`src/rtl/t05_least_pair_scanner.sv`:
```
// Least-pair scanner for the Huffman tree builder: walks the count table over a
// one-outstanding read handshake, keeps the two smallest non-zero counts, wipes
// both entries through a write handshake and reports their indices and sum.
module t05_least_pair_scanner #(
  parameter int NUM_ENTRIES = 512,
  parameter int CNT_W       = 64,
  parameter int IDX_W       = $clog2(NUM_ENTRIES)
) (
  input  logic             clk,
  input  logic             rst_n,
  input  logic             start,
  input  logic [IDX_W:0]   limit,
  output logic             rd_req,
  output logic [IDX_W-1:0] rd_addr,
  input  logic             rd_valid,
  input  logic [CNT_W-1:0] rd_data,
  output logic             wr_req,
  output logic [IDX_W-1:0] wr_addr,
  output logic [CNT_W-1:0] wr_data,
  input  logic             wr_ack,
  output logic             busy,
  output logic             done,
  output logic [1:0]       found,
  output logic [IDX_W-1:0] least1,
  output logic [IDX_W-1:0] least2,
  output logic [CNT_W:0]   sum
);

  typedef enum logic [2:0] {IDLE, REQ, WAIT, CMP, WIPE1, WIPE2, FIN} state_t;

  state_t           state;
  logic [IDX_W:0]   lim;
  logic [IDX_W-1:0] ptr;
  logic [CNT_W-1:0] rd_v;

  // Candidate slots: slot 1 holds the smallest count seen, slot 2 the runner-up
  logic             s1_vld, s2_vld;
  logic [IDX_W-1:0] s1_idx, s2_idx;
  logic [CNT_W-1:0] s1_cnt, s2_cnt;

  logic             n1_vld, n2_vld;
  logic [IDX_W-1:0] n1_idx, n2_idx;
  logic [CNT_W-1:0] n1_cnt, n2_cnt;

  logic [1:0]       pub_found;
  logic [IDX_W-1:0] pub_l1, pub_l2;
  logic [CNT_W:0]   pub_sum;
  logic [IDX_W:0]   lim_cl;
  logic             last;

  // Requested scan length never exceeds the table depth
  function automatic logic [IDX_W:0] clamp_limit(input logic [IDX_W:0] l);
    if (l > (IDX_W+1)'(NUM_ENTRIES)) return (IDX_W+1)'(NUM_ENTRIES);
    return l;
  endfunction

  // Full-width sum; an empty slot contributes nothing, and the carry is kept
  function automatic logic [CNT_W:0] pair_sum(input logic v1, input logic [CNT_W-1:0] c1,
                                              input logic v2, input logic [CNT_W-1:0] c2);
    logic [CNT_W:0] a, b;
    a = v1 ? {1'b0, c1} : '0;
    b = v2 ? {1'b0, c2} : '0;
    return a + b;
  endfunction

  assign lim_cl  = clamp_limit(limit);
  assign last    = ({1'b0, ptr} == lim - 1'b1);
  assign wr_data = '0;

  // Slot update for the count being compared; strict less-than keeps the lower index on ties
  always_comb begin
    n1_vld = s1_vld;
    n1_idx = s1_idx;
    n1_cnt = s1_cnt;
    n2_vld = s2_vld;
    n2_idx = s2_idx;
    n2_cnt = s2_cnt;
    if (state == CMP && rd_v != '0) begin
      if (!s1_vld || rd_v < s1_cnt) begin
        n2_vld = s1_vld;
        n2_idx = s1_idx;
        n2_cnt = s1_cnt;
        n1_vld = 1'b1;
        n1_idx = ptr;
        n1_cnt = rd_v;
      end else if (!s2_vld || rd_v < s2_cnt) begin
        n2_vld = 1'b1;
        n2_idx = ptr;
        n2_cnt = rd_v;
      end
    end
  end

  // Result view of the slots as published at completion; empty slots read as zero
  always_comb begin
    pub_found = {1'b0, n1_vld} + {1'b0, n2_vld};
    pub_l1    = n1_vld ? n1_idx : '0;
    pub_l2    = n2_vld ? n2_idx : '0;
    pub_sum   = pair_sum(n1_vld, n1_cnt, n2_vld, n2_cnt);
  end

  // Data storage for the returned word and slot contents; validity lives in the control block
  always_ff @(posedge clk) begin
    if (state == WAIT && rd_valid) rd_v <= rd_data;
    if (state == CMP) begin
      s1_idx <= n1_idx;
      s1_cnt <= n1_cnt;
      s2_idx <= n2_idx;
      s2_cnt <= n2_cnt;
    end
  end

  // Scan controller with registered handshake and result outputs
  always_ff @(posedge clk or negedge rst_n) begin
    if (!rst_n) begin
      state   <= IDLE;
      lim     <= '0;
      ptr     <= '0;
      s1_vld  <= 1'b0;
      s2_vld  <= 1'b0;
      rd_req  <= 1'b0;
      rd_addr <= '0;
      wr_req  <= 1'b0;
      wr_addr <= '0;
      busy    <= 1'b0;
      done    <= 1'b0;
      found   <= '0;
      least1  <= '0;
      least2  <= '0;
      sum     <= '0;
    end else begin
      rd_req <= 1'b0;
      done   <= 1'b0;
      case (state)
        IDLE: begin
          if (start) begin
            lim    <= lim_cl;
            ptr    <= '0;
            s1_vld <= 1'b0;
            s2_vld <= 1'b0;
            if (lim_cl == '0) begin
              state  <= FIN;
              done   <= 1'b1;
              found  <= '0;
              least1 <= '0;
              least2 <= '0;
              sum    <= '0;
            end else begin
              state   <= REQ;
              busy    <= 1'b1;
              rd_req  <= 1'b1;
              rd_addr <= '0;
            end
          end
        end
        REQ: state <= WAIT;
        WAIT: if (rd_valid) state <= CMP;
        CMP: begin
          s1_vld <= n1_vld;
          s2_vld <= n2_vld;
          if (last) begin
            if (n1_vld && n2_vld) begin
              state   <= WIPE1;
              wr_req  <= 1'b1;
              wr_addr <= n1_idx;
            end else begin
              state  <= FIN;
              busy   <= 1'b0;
              done   <= 1'b1;
              found  <= pub_found;
              least1 <= pub_l1;
              least2 <= pub_l2;
              sum    <= pub_sum;
            end
          end else begin
            ptr     <= ptr + 1'b1;
            rd_addr <= ptr + 1'b1;
            rd_req  <= 1'b1;
            state   <= REQ;
          end
        end
        WIPE1: begin
          if (wr_ack) begin
            wr_req <= 1'b0;
            state  <= WIPE2;
          end
        end
        WIPE2: begin
          // First cycle here is the mandatory idle gap between the two writes
          if (!wr_req) begin
            wr_req  <= 1'b1;
            wr_addr <= s2_idx;
          end else if (wr_ack) begin
            wr_req <= 1'b0;
            state  <= FIN;
            busy   <= 1'b0;
            done   <= 1'b1;
            found  <= pub_found;
            least1 <= pub_l1;
            least2 <= pub_l2;
            sum    <= pub_sum;
          end
        end
        FIN: state <= IDLE;
        default: state <= IDLE;
      endcase
    end
  end

endmodule

```
`config.mk`:
```
export PLATFORM = sky130hd
export DESIGN_NAME = t05_least_pair_scanner
export DESIGN_NICKNAME = d
export VERILOG_FILES = /design/src/rtl/t05_least_pair_scanner.sv
export SDC_FILE = /design/constraint.sdc
export NUM_CORES = 1
export LEC_CHECK = 0
export ABC_AREA = 1
export CAP_MARGIN = 20
export CORE_ASPECT_RATIO = 1.1
export CORE_MARGIN = 4
export CORE_UTILIZATION = 30
export DETAILED_ROUTE_END_ITERATION = 7
export HOLD_SLACK_MARGIN = 0.15
export PLACE_DENSITY_LB_ADDON = 0.2
export SYNTH_ARGS = -nofsm -noshare
export SYNTH_HDL_FRONTEND = slang
export SYNTH_SLANG_ARGS = --single-unit
```
`constraint.sdc`:
```
create_clock -name clk -period 8.4 [get_ports clk]
set_input_delay 1.68 -clock clk [delete_from_list [all_inputs] [get_ports clk]]
set_output_delay 1.68 -clock clk [all_outputs]
set_load 0.005 [all_outputs]
```
==> out/summary.log, run 1 <==
[run_status] run status finished clean
[run] reported max-cap violation count 0
[setup_path] crit-path max FO 56
[floorplan] floorplan die width 283 um
[cts] depth of the CTS H-tree 2
[global_routing] number of antenna violations at the first check in global routing 2
[cts] buffers inserted during post-CTS setup optimization 0
[setup_path] cell at the slowest stage of the critical path sky130_fd_sc_hd__nor4_1
[setup_path] r2r setup slk 1.85 ns
[cts] cell chosen for the clock root sky130_fd_sc_hd__clkbuf_16
[placement] placed insts 4581
[global_routing] global-route total usage across every layer 19.4%
[power_and_ir_drop] leakage power 14.0 nW
[drt] top metal layer carrying routed signals met5
[setup_path] Setup crit start kind register
[drt] routed wire length 88.8 mm
[global_routing] pin count of the biggest net entering global routing 166
[timing] final critical path time including I/O delays and setup 6.55 ns
[finish] antenna fix cells 0
[worst_hold_path] worst hold path stage count 2
[setup_path] cell family with most CP delay simple AND/OR/NAND/NOR gates
[floorplan] initial cell density of the core 30.4%
[cts] CTS Buf Count 43
[timing] max-slew headroom at the worst pin 28.6%
[placement] Routability Congestion 0.937
[finish] area delta synth->final 16.4%
[synth] most area-hungry cell type in the Yosys netlist sky130_fd_sc_hd__edfxtp_1
[cts] Hold-fix buffers, CTS 0
[setup_path] category of the most critical setup path reg -> reg
[finish] final net count 3835
[cts] Resized cells post-CTS 0
[synth] Gate Count Post-Synth 3416
[setup_path] signal arrival time at the worst endpoint 7.03 ns
[worst_hold_path] hold endpoint wr_addr[4]
[drt] WL/cell 19.1 um
[finish] fin cells 4661
[timing] total setup violations reported at the end of the flow 0
[floorplan] Boundary Pins 250
[drt] number of DRC markers after the initial detailed-route iteration 1678
[timing] Fmax 0.153 GHz
[timing] Setup Total Neg Slack 0 ns
[setup_path] Crit path required time 8.88 ns
[synth] portion of synthesized cell area occupied by the leading cell type 25.2%
[floorplan] Std-Cell Core Area 82300 um^2
[synth] most used flip-flop cell after synthesis sky130_fd_sc_hd__edfxtp_1
[synth] post-synthesis simple-gate area fraction 27.7%
[cts] TritonCTS clock tree yes
[drt] vias per inst 4.87
[drt] First-pass DRT Iterations 6
[timing] unrepaired setup endpoints after global routing false
[setup_path] critical path capture point type register
[synth] Area contributors post-synth sky130_fd_sc_hd__edfxtp_1, sky130_fd_sc_hd__nand2_1, sky130_fd_sc_hd__dfrtp_1
[drt] routed metal-1 wire length 40.4 mm
[power_and_ir_drop] ratio of total power to cell area 362 nW/um^2
[synth] mux share of post-synthesis cell area 0%
[cts] clk buf depth 3
[drt] routed wl met2 42.0 mm
[finish] share of cells above drive strength 1 4.31%
[synth] synthesis-stage register bit count 341
[synth] share of flip-flops with an asynchronous set or reset after synthesis 38.4%
[floorplan] height of the chip 311 um
[setup_path] most used cell, CP sky130_fd_sc_hd__nand2_1
[power_and_ir_drop] Worst VDD drop 233 uV
[timing] final clock skew 0.0346 ns
[drt] total via count in the routed design 22712
[timing] max-slew violations 0
[synth] area of the mapped netlist 25000 um^2
[global_routing] overflow left after global routing 0
[synth] warnings from Yosys 0
[cts] number of clock sinks 341
[timing] setup slack of the critical path after layout 1.85 ns
[placement] PortBufs 185
[synth] post-synthesis adder-cell area fraction 9.72%
[timing] actual transition at the worst max-transition pin 1.06 ns
[global_routing] wire length of the first global-routing pass 135 mm
[synth] Synth Area in Compound Gates 9.92%
[synth] dominant combinational cell family by area after synthesis simple AND/OR/NAND/NOR gates
[placement] Worst Setup Slack post-DPL 1.92 ns
[timing] period utilization 77.9%
[timing] final hold vios 0
[drt] ANT nets after route 0
[synth] number of flops mapped to enable cells by yosys 210
[setup_path] buffers and inverters on the worst path 2
[drt] WL met3 4.21 mm
[setup_path] Worst R2R Path Depth 27
[worst_hold_path] source of the worst hold timing path wr_addr[4]
[floorplan] FP Rows 110
[synth] part of the Yosys area used for sequential elements 38.3%
[placement] DP Wirelength 66.1 mm
[setup_path] destination of the worst register-to-register timing path sum[45]
[cts] clock-pin slew of the registers on the worst-case setup and hold paths 0.06 ns
[setup_path] critical path's largest stage delay 0.87 ns
[synth] Distinct cells, synth 52
[floorplan] Die Area 88200 um^2
[drt] post-detailed-route DRC marker count 0
[global_routing] number of global-route vias before repair 22263
[synth] fraction of synthesized cell area in xor and xnor cells 1.61%
[cts] clock latency at the later pin of the worst-skew pair 0.60 ns
[setup_path] worst reg2reg path startpoint rd_v[29]
[worst_hold_path] worst hold-check path type reg -> reg
[synth] per-instance average area after synthesis 7.33 um^2
==> worst reg2reg max path, stage by stage (launching register included) <==
cell                       delay, ns
sky130_fd_sc_hd__edfxtp_1       0.49
sky130_fd_sc_hd__ha_1           0.35
sky130_fd_sc_hd__nand2_1        0.05
sky130_fd_sc_hd__nor2_1         0.12
sky130_fd_sc_hd__nand2_1        0.14
sky130_fd_sc_hd__nor4_1         0.71
sky130_fd_sc_hd__nand2_1        0.13
sky130_fd_sc_hd__nand2_1        0.13
sky130_fd_sc_hd__nand2_1        0.08
sky130_fd_sc_hd__nand2_2        0.27
sky130_fd_sc_hd__nand2_2        0.39
sky130_fd_sc_hd__buf_12         0.34
sky130_fd_sc_hd__nand2_1        0.19
sky130_fd_sc_hd__nand4_1        0.08
sky130_fd_sc_hd__nand2_1        0.16
sky130_fd_sc_hd__nor2_1         0.06
sky130_fd_sc_hd__ha_1           0.37
sky130_fd_sc_hd__nand2_1        0.13
sky130_fd_sc_hd__nor2_1         0.27
sky130_fd_sc_hd__inv_1          0.10
sky130_fd_sc_hd__nor4_1         0.87
sky130_fd_sc_hd__nand3_1        0.37
sky130_fd_sc_hd__nand3_1        0.24
sky130_fd_sc_hd__nand2_1        0.08
sky130_fd_sc_hd__nand2_1        0.13
sky130_fd_sc_hd__nand2_1        0.06
sky130_fd_sc_hd__nand2_1        0.06
sky130_fd_sc_hd__o21ai_1        0.06
==> cell usage after synthesis, types with 28 or more instances <==
library cell	number
sky130_fd_sc_hd__a21oi_1	145
sky130_fd_sc_hd__nand2_1	878
sky130_fd_sc_hd__ha_1	193
sky130_fd_sc_hd__nand3_1	241
sky130_fd_sc_hd__nor4_1	29
sky130_fd_sc_hd__nor2_1	355
sky130_fd_sc_hd__a31oi_1	29
sky130_fd_sc_hd__o21ai_0	165
sky130_fd_sc_hd__o21ai_1	42
sky130_fd_sc_hd__dfrtp_1	131
sky130_fd_sc_hd__edfxtp_1	210
sky130_fd_sc_hd__xor2_1	28
sky130_fd_sc_hd__buf_4	79
sky130_fd_sc_hd__buf_2	45
sky130_fd_sc_hd__inv_1	549
sky130_fd_sc_hd__nand4_1	95
==> cells by family (layout without fill, tap and decap cells) <==
family / Yosys count / in the layout
and+or+nand+nor: 1646 / 1646
buffers and inverters: 737 / 855
AOI/OAI and AO/OA: 451 / 451
DFF: 341 / 341
adders and majority gates: 194 / 194
xor gates and xnor gates: 46 / 46
other: 1 / 64
==> layout by cell type (no fill, tap or decap), drive strengths merged, types with 20 or more instances in the layout <==
master         count
a21oi            146
nand2            881
clkdlybuf4s50    184
ha               193
dfrtp            131
inv              560
nand4             96
edfxtp           210
xor2              28
o21ai            215
buf               34
nor4              29
nor3              20
conb              64
nor2             359
a31oi             29
nand3            243
clkbuf            55
==> flip-flops by register name (all words and copies together), names as in the netlist, 10 cells and up <==
signal	cells
sum	65
rd_v	64
s1_cnt	64
s2_cnt	64
lim	10
==> worst max path at each step <==
stage | startpoint | slack (ns) | depth (start not counted) | to
CTS | rd_v[29] | 1.86 | 27 | sum[45]
detailed placement | rd_v[29] | 1.92 | 27 | sum[45]
global route | rd_v[29] | 1.51 | 27 | sum[45]
finish | rd_v[29] | 1.85 | 27 | sum[45]
global placement | rd_v[29] | 1.86 | 27 | sum[45]
floorplan | rd_valid | 3.54 | 2 | rd_v[0]
==> layout make-up <==
| class | count | area, um^2 |
|---|---|---|
| inverter | 557 | 2090 |
| sequential | 341 | 9590 |
| fill | 8772 | 53200 |
| clock inverter | 25 | 254 |
| tap | 1064 | 1330 |
| timing repair buffer | 218 | 2140 |
| multi-input combinational | 2401 | 12500 |
| clock buffer | 55 | 1200 |
==> metrics by stage <==
stage | hold slack (ns) | utilization (%) | power, mW | instance area (um^2)
final | 0.480 | 35.4 | 10.5 | 29200
after floorplan | 0.472 | - | 6.56 | 25300
after CTS | 0.485 | 35.4 | 10.6 | 29200
after detailed placement | 0.468 | 33.6 | 8.65 | 27700
after global placement | 0.465 | 33.6 | 8.64 | 27700
after global routing | 0.506 | 35.4 | 11.4 | 29200
==> routing by layer <==
layer / vias up / global-route usage, %
met5: - / 0
met4: 2 / 5.32
met3: 119 / 2.53
met2: 613 / 33.2
met1: 10681 / 25.8
li1: 11297 / -
==> power by group <==
part	leakage, nW	internal, mW	switching (mW)
Sequential	3.57	2.52	0.364
Clock	0.721	1.12	0.807
Combinational	9.67	1.86	3.87
Note: power is estimated with default switching activity, not from simulation.
==> run 2: changes to the inputs <==
==> constraint.sdc (replaced) <==
create_clock -name clk -period 6.5 [get_ports clk]
set_input_delay 1.3 -clock clk [delete_from_list [all_inputs] [get_ports clk]]
set_output_delay 1.3 -clock clk [all_outputs]
set_load 0.005 [all_outputs]
==> run 2 against run 1 <==
Against the previous run: cell count rose by 0.43%; clock power rose by 39%; clock skew shrank 0.0090 ns; sequential share of layout area is 0.41 points lower; sequential power rose by 29%; critical path type unchanged; critical endpoint is now sum[60]; highest routed layer unchanged.
==> out/summary.log, run 2 (synthesis results as in run 1) <==
[setup_path] Crit path required time 6.99 ns
[cts] buffers inserted during post-CTS setup optimization 0
[worst_hold_path] hold endpoint wr_addr[3]
[setup_path] Worst R2R Path Depth 25
[timing] final clock skew 0.0256 ns
[placement] placed insts 4600
[global_routing] wire length of the first global-routing pass 137 mm
[setup_path] buffers and inverters on the worst path 2
[timing] unrepaired setup endpoints after global routing false
[setup_path] crit-path max FO 24
[worst_hold_path] worst hold path stage count 2
[setup_path] cell at the slowest stage of the critical path sky130_fd_sc_hd__nor3_1
[floorplan] Std-Cell Core Area 82300 um^2
[setup_path] most used cell, CP sky130_fd_sc_hd__nand2_1
[timing] actual transition at the worst max-transition pin 1.02 ns
[run] reported max-cap violation count 0
[timing] final critical path time including I/O delays and setup 6.04 ns
[setup_path] Setup crit start kind register
[setup_path] r2r setup slk 0.46 ns
[setup_path] critical path's largest stage delay 0.61 ns
[finish] area delta synth->final 17.9%
[global_routing] pin count of the biggest net entering global routing 147
[cts] Hold-fix buffers, CTS 0
[timing] final hold vios 0
[power_and_ir_drop] ratio of total power to cell area 472 nW/um^2
[cts] clock latency at the later pin of the worst-skew pair 0.61 ns
[finish] commonest non-fill, non-tap cell in the layout sky130_fd_sc_hd__nand2_1
[floorplan] height of the chip 311 um
[setup_path] category of the most critical setup path reg -> reg
[setup_path] cell family with most CP delay simple AND/OR/NAND/NOR gates
[finish] share of cells above drive strength 1 4.89%
[drt] routed wire length 89.6 mm
[floorplan] FP Rows 110
[power_and_ir_drop] Worst VDD drop 456 uV
[cts] clock-pin slew of the registers on the worst-case setup and hold paths 0.06 ns
[timing] Setup Total Neg Slack 0 ns
[timing] max-slew headroom at the worst pin 32.3%
[finish] final net count 3854
[global_routing] global-route total usage across every layer 19.8%
[placement] PortBufs 185
[timing] max-slew violations 0
[timing] period utilization 92.9%
[global_routing] overflow left after global routing 0
[global_routing] met3 demand-to-capacity share in global routing 2.93%
[global_routing] met2 global-route usage 33.0%
[setup_path] critical path capture point type register
[placement] DP Wirelength 65.8 mm
[cts] CTS Buf Count 43
[timing] hold slack final 0.480 ns
[drt] post-detailed-route DRC marker count 0
[floorplan] Die Area 88200 um^2
[global_routing] number of global-route vias before repair 22428
[global_routing] busiest metal layer after global routing met2
[drt] First-pass DRT Iterations 6
[timing] total setup violations reported at the end of the flow 0
[finish] final-layout fill cell count 8829
[finish] top register by number of flip-flops sum
[worst_hold_path] source of the worst hold timing path wr_addr[3]
[run_status] run status finished clean
[setup_path] worst reg2reg path startpoint rd_v[45]
[placement] Routability Congestion 0.930
[finish] fin cells 4681
[cts] number of clock sinks 341
[power_and_ir_drop] leakage power 14.2 nW
[floorplan] Boundary Pins 250
[worst_hold_path] worst hold-check path type reg -> reg
[floorplan] floorplan die width 283 um
[global_routing] met1 Track Usage GR 26.2%
[cts] clk buf depth 3
[drt] WL/cell 19.1 um
[drt] ANT nets after route 0
[finish] most frequent cells in the layout sky130_fd_sc_hd__nand2_1, sky130_fd_sc_hd__inv_1, sky130_fd_sc_hd__nor2_1
[setup_path] destination of the worst register-to-register timing path sum[60]
[drt] number of DRC markers after the initial detailed-route iteration 1562
[cts] depth of the CTS H-tree 2
[cts] cell chosen for the clock root sky130_fd_sc_hd__clkbuf_16
[cts] Resized cells post-CTS 0
[drt] vias per inst 4.85
[drt] total via count in the routed design 22707
[cts] TritonCTS clock tree yes
[global_routing] number of antenna violations at the first check in global routing 2
[setup_path] signal arrival time at the worst endpoint 6.53 ns
[timing] Fmax 0.166 GHz
[floorplan] initial cell density of the core 30.4%
[finish] Largest register FFs 65
## run 2: cell types whose count changed in the layout (fill, tap and decap cells not counted)
cell and delta:
sky130_fd_sc_hd__buf_4 +11, sky130_fd_sc_hd__clkbuf_8 +1, sky130_fd_sc_hd__inv_16 +1, sky130_fd_sc_hd__bufinv_16 +2, sky130_fd_sc_hd__clkinvlp_4 +1, sky130_fd_sc_hd__clkinv_16 +1
sky130_fd_sc_hd__clkinv_8 -1, sky130_fd_sc_hd__clkinv_2 +1, sky130_fd_sc_hd__inv_4 -3, sky130_fd_sc_hd__clkinv_1 -3, sky130_fd_sc_hd__buf_12 +8, sky130_fd_sc_hd__clkbuf_16 +2
sky130_fd_sc_hd__clkinv_4 -2, sky130_fd_sc_hd__diode_2 +1
## run 2: metal layers
layer,vias to the layer above,wire length (um)
li1,11342,-
met1,10650,40300
met4,2,3190
met3,124,4510
met5,-,13
met2,589,41600
## run 2: worst max-delay path by stage
stage          startpoint       to  slack [ns]  depth (start not counted)
2_1_floorplan    rd_valid  rd_v[0]        2.02                          2
3_3_place_gp     rd_v[63]  sum[60]        0.49                         28
3_5_place_dp     rd_v[63]  sum[60]        0.55                         28
4_1_cts          rd_v[63]  sum[60]        0.50                         28
5_1_grt          rd_v[63]  sum[60]        0.14                         28
6_report         rd_v[45]  sum[60]        0.46                         25
## run 2: stage by stage
step	utilization (%)	area (um^2)	setup slack (ns)	total power [mW]
final	35.9	29500	0.463	13.9
after global placement	33.9	27900	0.485	11.3
after detailed placement	33.9	27900	0.548	11.3
after CTS	35.9	29500	0.500	14.1
after floorplan	-	25300	2.02	8.47
after global routing	35.9	29500	0.141	15.1
## run 2: worst min-delay path: stages (launching register included)
cell and delay [ns]:
sky130_fd_sc_hd__dfrtp_1 0.34, sky130_fd_sc_hd__nand2_1 0.05, sky130_fd_sc_hd__nand2_1 0.05
## run 2: report_power, final
part | switching [mW] | leakage, nW | internal (mW) | total, mW
clock network | 1.07 | 0.774 | 1.59 | 2.66
logic | 5.05 | 9.81 | 2.50 | 7.55
registers | 0.473 | 3.57 | 3.25 | 3.72
total | 6.59 | 14.2 | 7.35 | 13.9
## run 2: final cells by class
cell class	instances	area (um^2)	share of cell area (%)
well taps	1064	1330	4.51
diodes	1	2.50	0.00848
clock inverters	22	313	1.06
inverters	557	2090	7.09
multi-input cells	2401	12500	42.5
flip-flops and latches	341	9590	32.5
repair buffers	237	2380	8.07
clock buffers	58	1270	4.29
==> run 3: changes to the inputs <==
--- a/config.mk
+++ b/config.mk
@@ -13,6 +13,7 @@
 export DETAILED_ROUTE_END_ITERATION = 7
 export HOLD_SLACK_MARGIN = 0.15
 export PLACE_DENSITY_LB_ADDON = 0.2
+export SKIP_CTS_REPAIR_TIMING = 1
 export SYNTH_ARGS = -nofsm -noshare
 export SYNTH_HDL_FRONTEND = slang
 export SYNTH_SLANG_ARGS = --single-unit
==> results of run 3 <==
Same layout as run 2: the final DEF is identical, and so are final timing and power.
==> edit (flow settings as in run 2) <==
Change the parameter `NUM_ENTRIES` from 512 to 1024.
--- a/src/rtl/t05_least_pair_scanner.sv
+++ b/src/rtl/t05_least_pair_scanner.sv
@@ -2,7 +2,7 @@
 // one-outstanding read handshake, keeps the two smallest non-zero counts, wipes
 // both entries through a write handshake and reports their indices and sum.
 module t05_least_pair_scanner #(
-  parameter int NUM_ENTRIES = 512,
+  parameter int NUM_ENTRIES = 1024,
   parameter int CNT_W       = 64,
   parameter int IDX_W       = $clog2(NUM_ENTRIES)
 ) (
Ports: changed (5 resized); port bits go from 250 to 255. The function was not compared with the original's and may differ.
==> edit against run 2 <==
- total power down 2.3%
- cell count increased by 5.4%
- wire length grew 5.9%
- combinational power down 0.8%
- synthesized cell count increased by 5.1%
- die area rose by 2.4%
- worst setup slack lost 210 ps
- area after synthesis is 2.4% higher
- hold slack lost 12 ps
- design area is 2.3% higher
- sequential cell count rose by 8
- largest cell class unchanged
- largest power group unchanged
- highest routed layer is now met4
==> edit: results (changes against run 2) <==
.. list-table::
   :header-rows: 1

   * - Metric
     - Value
   * - Number of buffers added for setup after CTS
     - 0 (unchanged)
   * - Final #Nets
     - 4031 (+4.6%)
   * - Worst slack at placement
     - 374.3 ps (-174.0 ps)
   * - Global Route Usage Sum
     - 0.2066 (+0.008873)
   * - DRT Wirelength
     - 94930 um (+5.9%)
   * - Cell area reported after detailed placement
     - 28710 sq um (+2.8%)
   * - Highest net fanout along the worst path
     - 41 (+71%)
   * - Largest net degree at the start of global routing
     - 152 (+3.4%)
   * - Worst-skew pair later-pin latency
     - 620 ps
   * - Mean post-synth cell area
     - 7.146 sq um (-2.5%)
   * - Number of vias after detailed routing
     - 23821 (+4.9%)
   * - Number of distinct library cells after synthesis
     - 43 (-17%)
   * - Setup skew after layout
     - 45.24 ps (+19.64 ps)
   * - Number of port buffers
     - 190 (+2.7%)
   * - Max Buffers Root-to-Sink
     - 3 (unchanged)
   * - Final antenna diode count
     - 0 (-1)
   * - CTS Root Buffer Type
     - sky130_fd_sc_hd__clkbuf_16
   * - Leakage power
     - 0.01464 uW (+3.4%)
   * - Cell types with the largest area share after synthesis
     - sky130_fd_sc_hd__edfxtp_1, sky130_fd_sc_hd__nand2_1, sky130_fd_sc_hd__dfrtp_1
   * - Outcome
     - complete, no violations
   * - Post-synthesis async set-or-reset flop share
     - 0.3926 (+0.008386)
   * - Half-perimeter wire length after detailed placement
     - 72140 um (+9.6%)
   * - Worst Hold Class
     - register to register
   * - Main flop type after synthesis
     - sky130_fd_sc_hd__edfxtp_1
   * - Global-route wire length before repair
     - 144000 um (+5.2%)
   * - Largest voltage drop on the vdd net
     - 288.0 uV (-37%)
   * - Commonest cells in the netlist
     - sky130_fd_sc_hd__nand2_1, sky130_fd_sc_hd__inv_1, sky130_fd_sc_hd__nor2_1
   * - Flip-flop count of the largest register after layout
     - 65 (unchanged)
   * - Number of buffers added by the clock tree synthesis step
     - 45 (+4.7%)
   * - Max-slew headroom at the worst pin
     - 0.2977 (-0.02542)
   * - Number of DRC violations after detailed-routing iteration 0
     - 1948 (+25%)
   * - Routability-driven placement congestion ratio
     - 0.9522 (+2.4%)
   * - Number of global-route vias before repair
     - 23296 (+3.9%)
   * - Clock input transition at the sequential cells of the worst setup and hold paths
     - 60 ps (about the same)
   * - CTS H-tree lvls
     - 2 (unchanged)
   * - Number of enable-type register cells in the synthesized netlist
     - 212 (+0.95%)
   * - Data arrival time of the worst path
     - 6750 ps (+220 ps)
   * - Fraction of final layout cells sized beyond drive strength 1
     - 0.04507 (-0.003878)
   * - Count of TritonRoute iterations in the first routing pass
     - 5 (-1)
   * - Register area share after synthesis
     - 0.3818 (-0.0008578)
   * - Antenna violations before repair
     - 1 (-1)
   * - Reg with most FFs
     - sum
   * - Finished Layout Cells
     - 4934 (+5.4%)
==> edit: final cells by class <==
type	count	area, sq um
Clock buffer	59	1240
Clock inverter	25	244.0
Fill cell	9103	54590
Inverter	560	2105
Multi-Input combinational cell	2555	12990
Sequential cell	349	9796
Tap cell	1140	1426
Timing Repair Buffer	246	2399
==> edit: logic make-up after synthesis <==
| family | after synthesis | synth area share |
|---|---|---|
| adders and majority gates | 194 | 0.09491 |
| AOI/OAI and AO/OA | 405 | 0.08428 |
| DFF | 349 | 0.3818 |
| xor gates and xnor gates | 44 | 0.01502 |
| buffers and inverters | 749 | 0.1233 |
| and+or+nand+nor | 1848 | 0.3005 |
| other | 1 | 0.0001462 |
==> edit: routing by layer <==
metal | GRT usage | vias to the layer above | part of all wire
li1 | - | 11815 | -
met1 | 0.2644 | 11085 | 0.43
met4 | 0.07372 | 0 | 0.039
met3 | 0.02502 | 151 | 0.051
met5 | 0 | - | 0
met2 | 0.3592 | 770 | 0.48
==> edit: power by group <==
part           total (uW)  internal (uW)  switching (uW)
Combinational        7490           2270            5210
Sequential           3570           3190             388
Clock                2550           1440            1100
Total               13600           6900            6710
==> edit: final timing paths <==
kind	startpoint	to	slack (ps)	cells past startpoint
max reg2reg	rd_v[63]	sum[54]	250	25
min	sum[13]	sum[13]	470	2
max	rd_v[63]	sum[54]	250	25
max in group asynchronous	rst_n	sum[38]	4410	2
min reg2reg	sum[13]	sum[13]	470	2
min in group asynchronous	rst_n	sum[20]	770	1
==> edit: critical path, stage by stage (launching register included) <==
cell	delay [ps]
sky130_fd_sc_hd__edfxtp_1	500
sky130_fd_sc_hd__nor4_1	870
sky130_fd_sc_hd__nand4_1	420
sky130_fd_sc_hd__nor2_1	380
sky130_fd_sc_hd__nand2_1	120
sky130_fd_sc_hd__nand2_2	140
sky130_fd_sc_hd__buf_4	560
sky130_fd_sc_hd__nand2_1	100
sky130_fd_sc_hd__nand2_1	90
sky130_fd_sc_hd__inv_1	40
sky130_fd_sc_hd__nand2_1	100
sky130_fd_sc_hd__nor2_1	50
sky130_fd_sc_hd__ha_1	360
sky130_fd_sc_hd__nand2_1	80
sky130_fd_sc_hd__o21ai_0	530
sky130_fd_sc_hd__nand2_1	110
sky130_fd_sc_hd__nand2_1	160
sky130_fd_sc_hd__nand3_1	100
sky130_fd_sc_hd__nand2_1	220
sky130_fd_sc_hd__inv_1	130
sky130_fd_sc_hd__o21ai_0	400
sky130_fd_sc_hd__nand3_1	190
sky130_fd_sc_hd__nand3_1	250
sky130_fd_sc_hd__nand2_1	80
sky130_fd_sc_hd__nand2_1	60
sky130_fd_sc_hd__o21ai_0	60
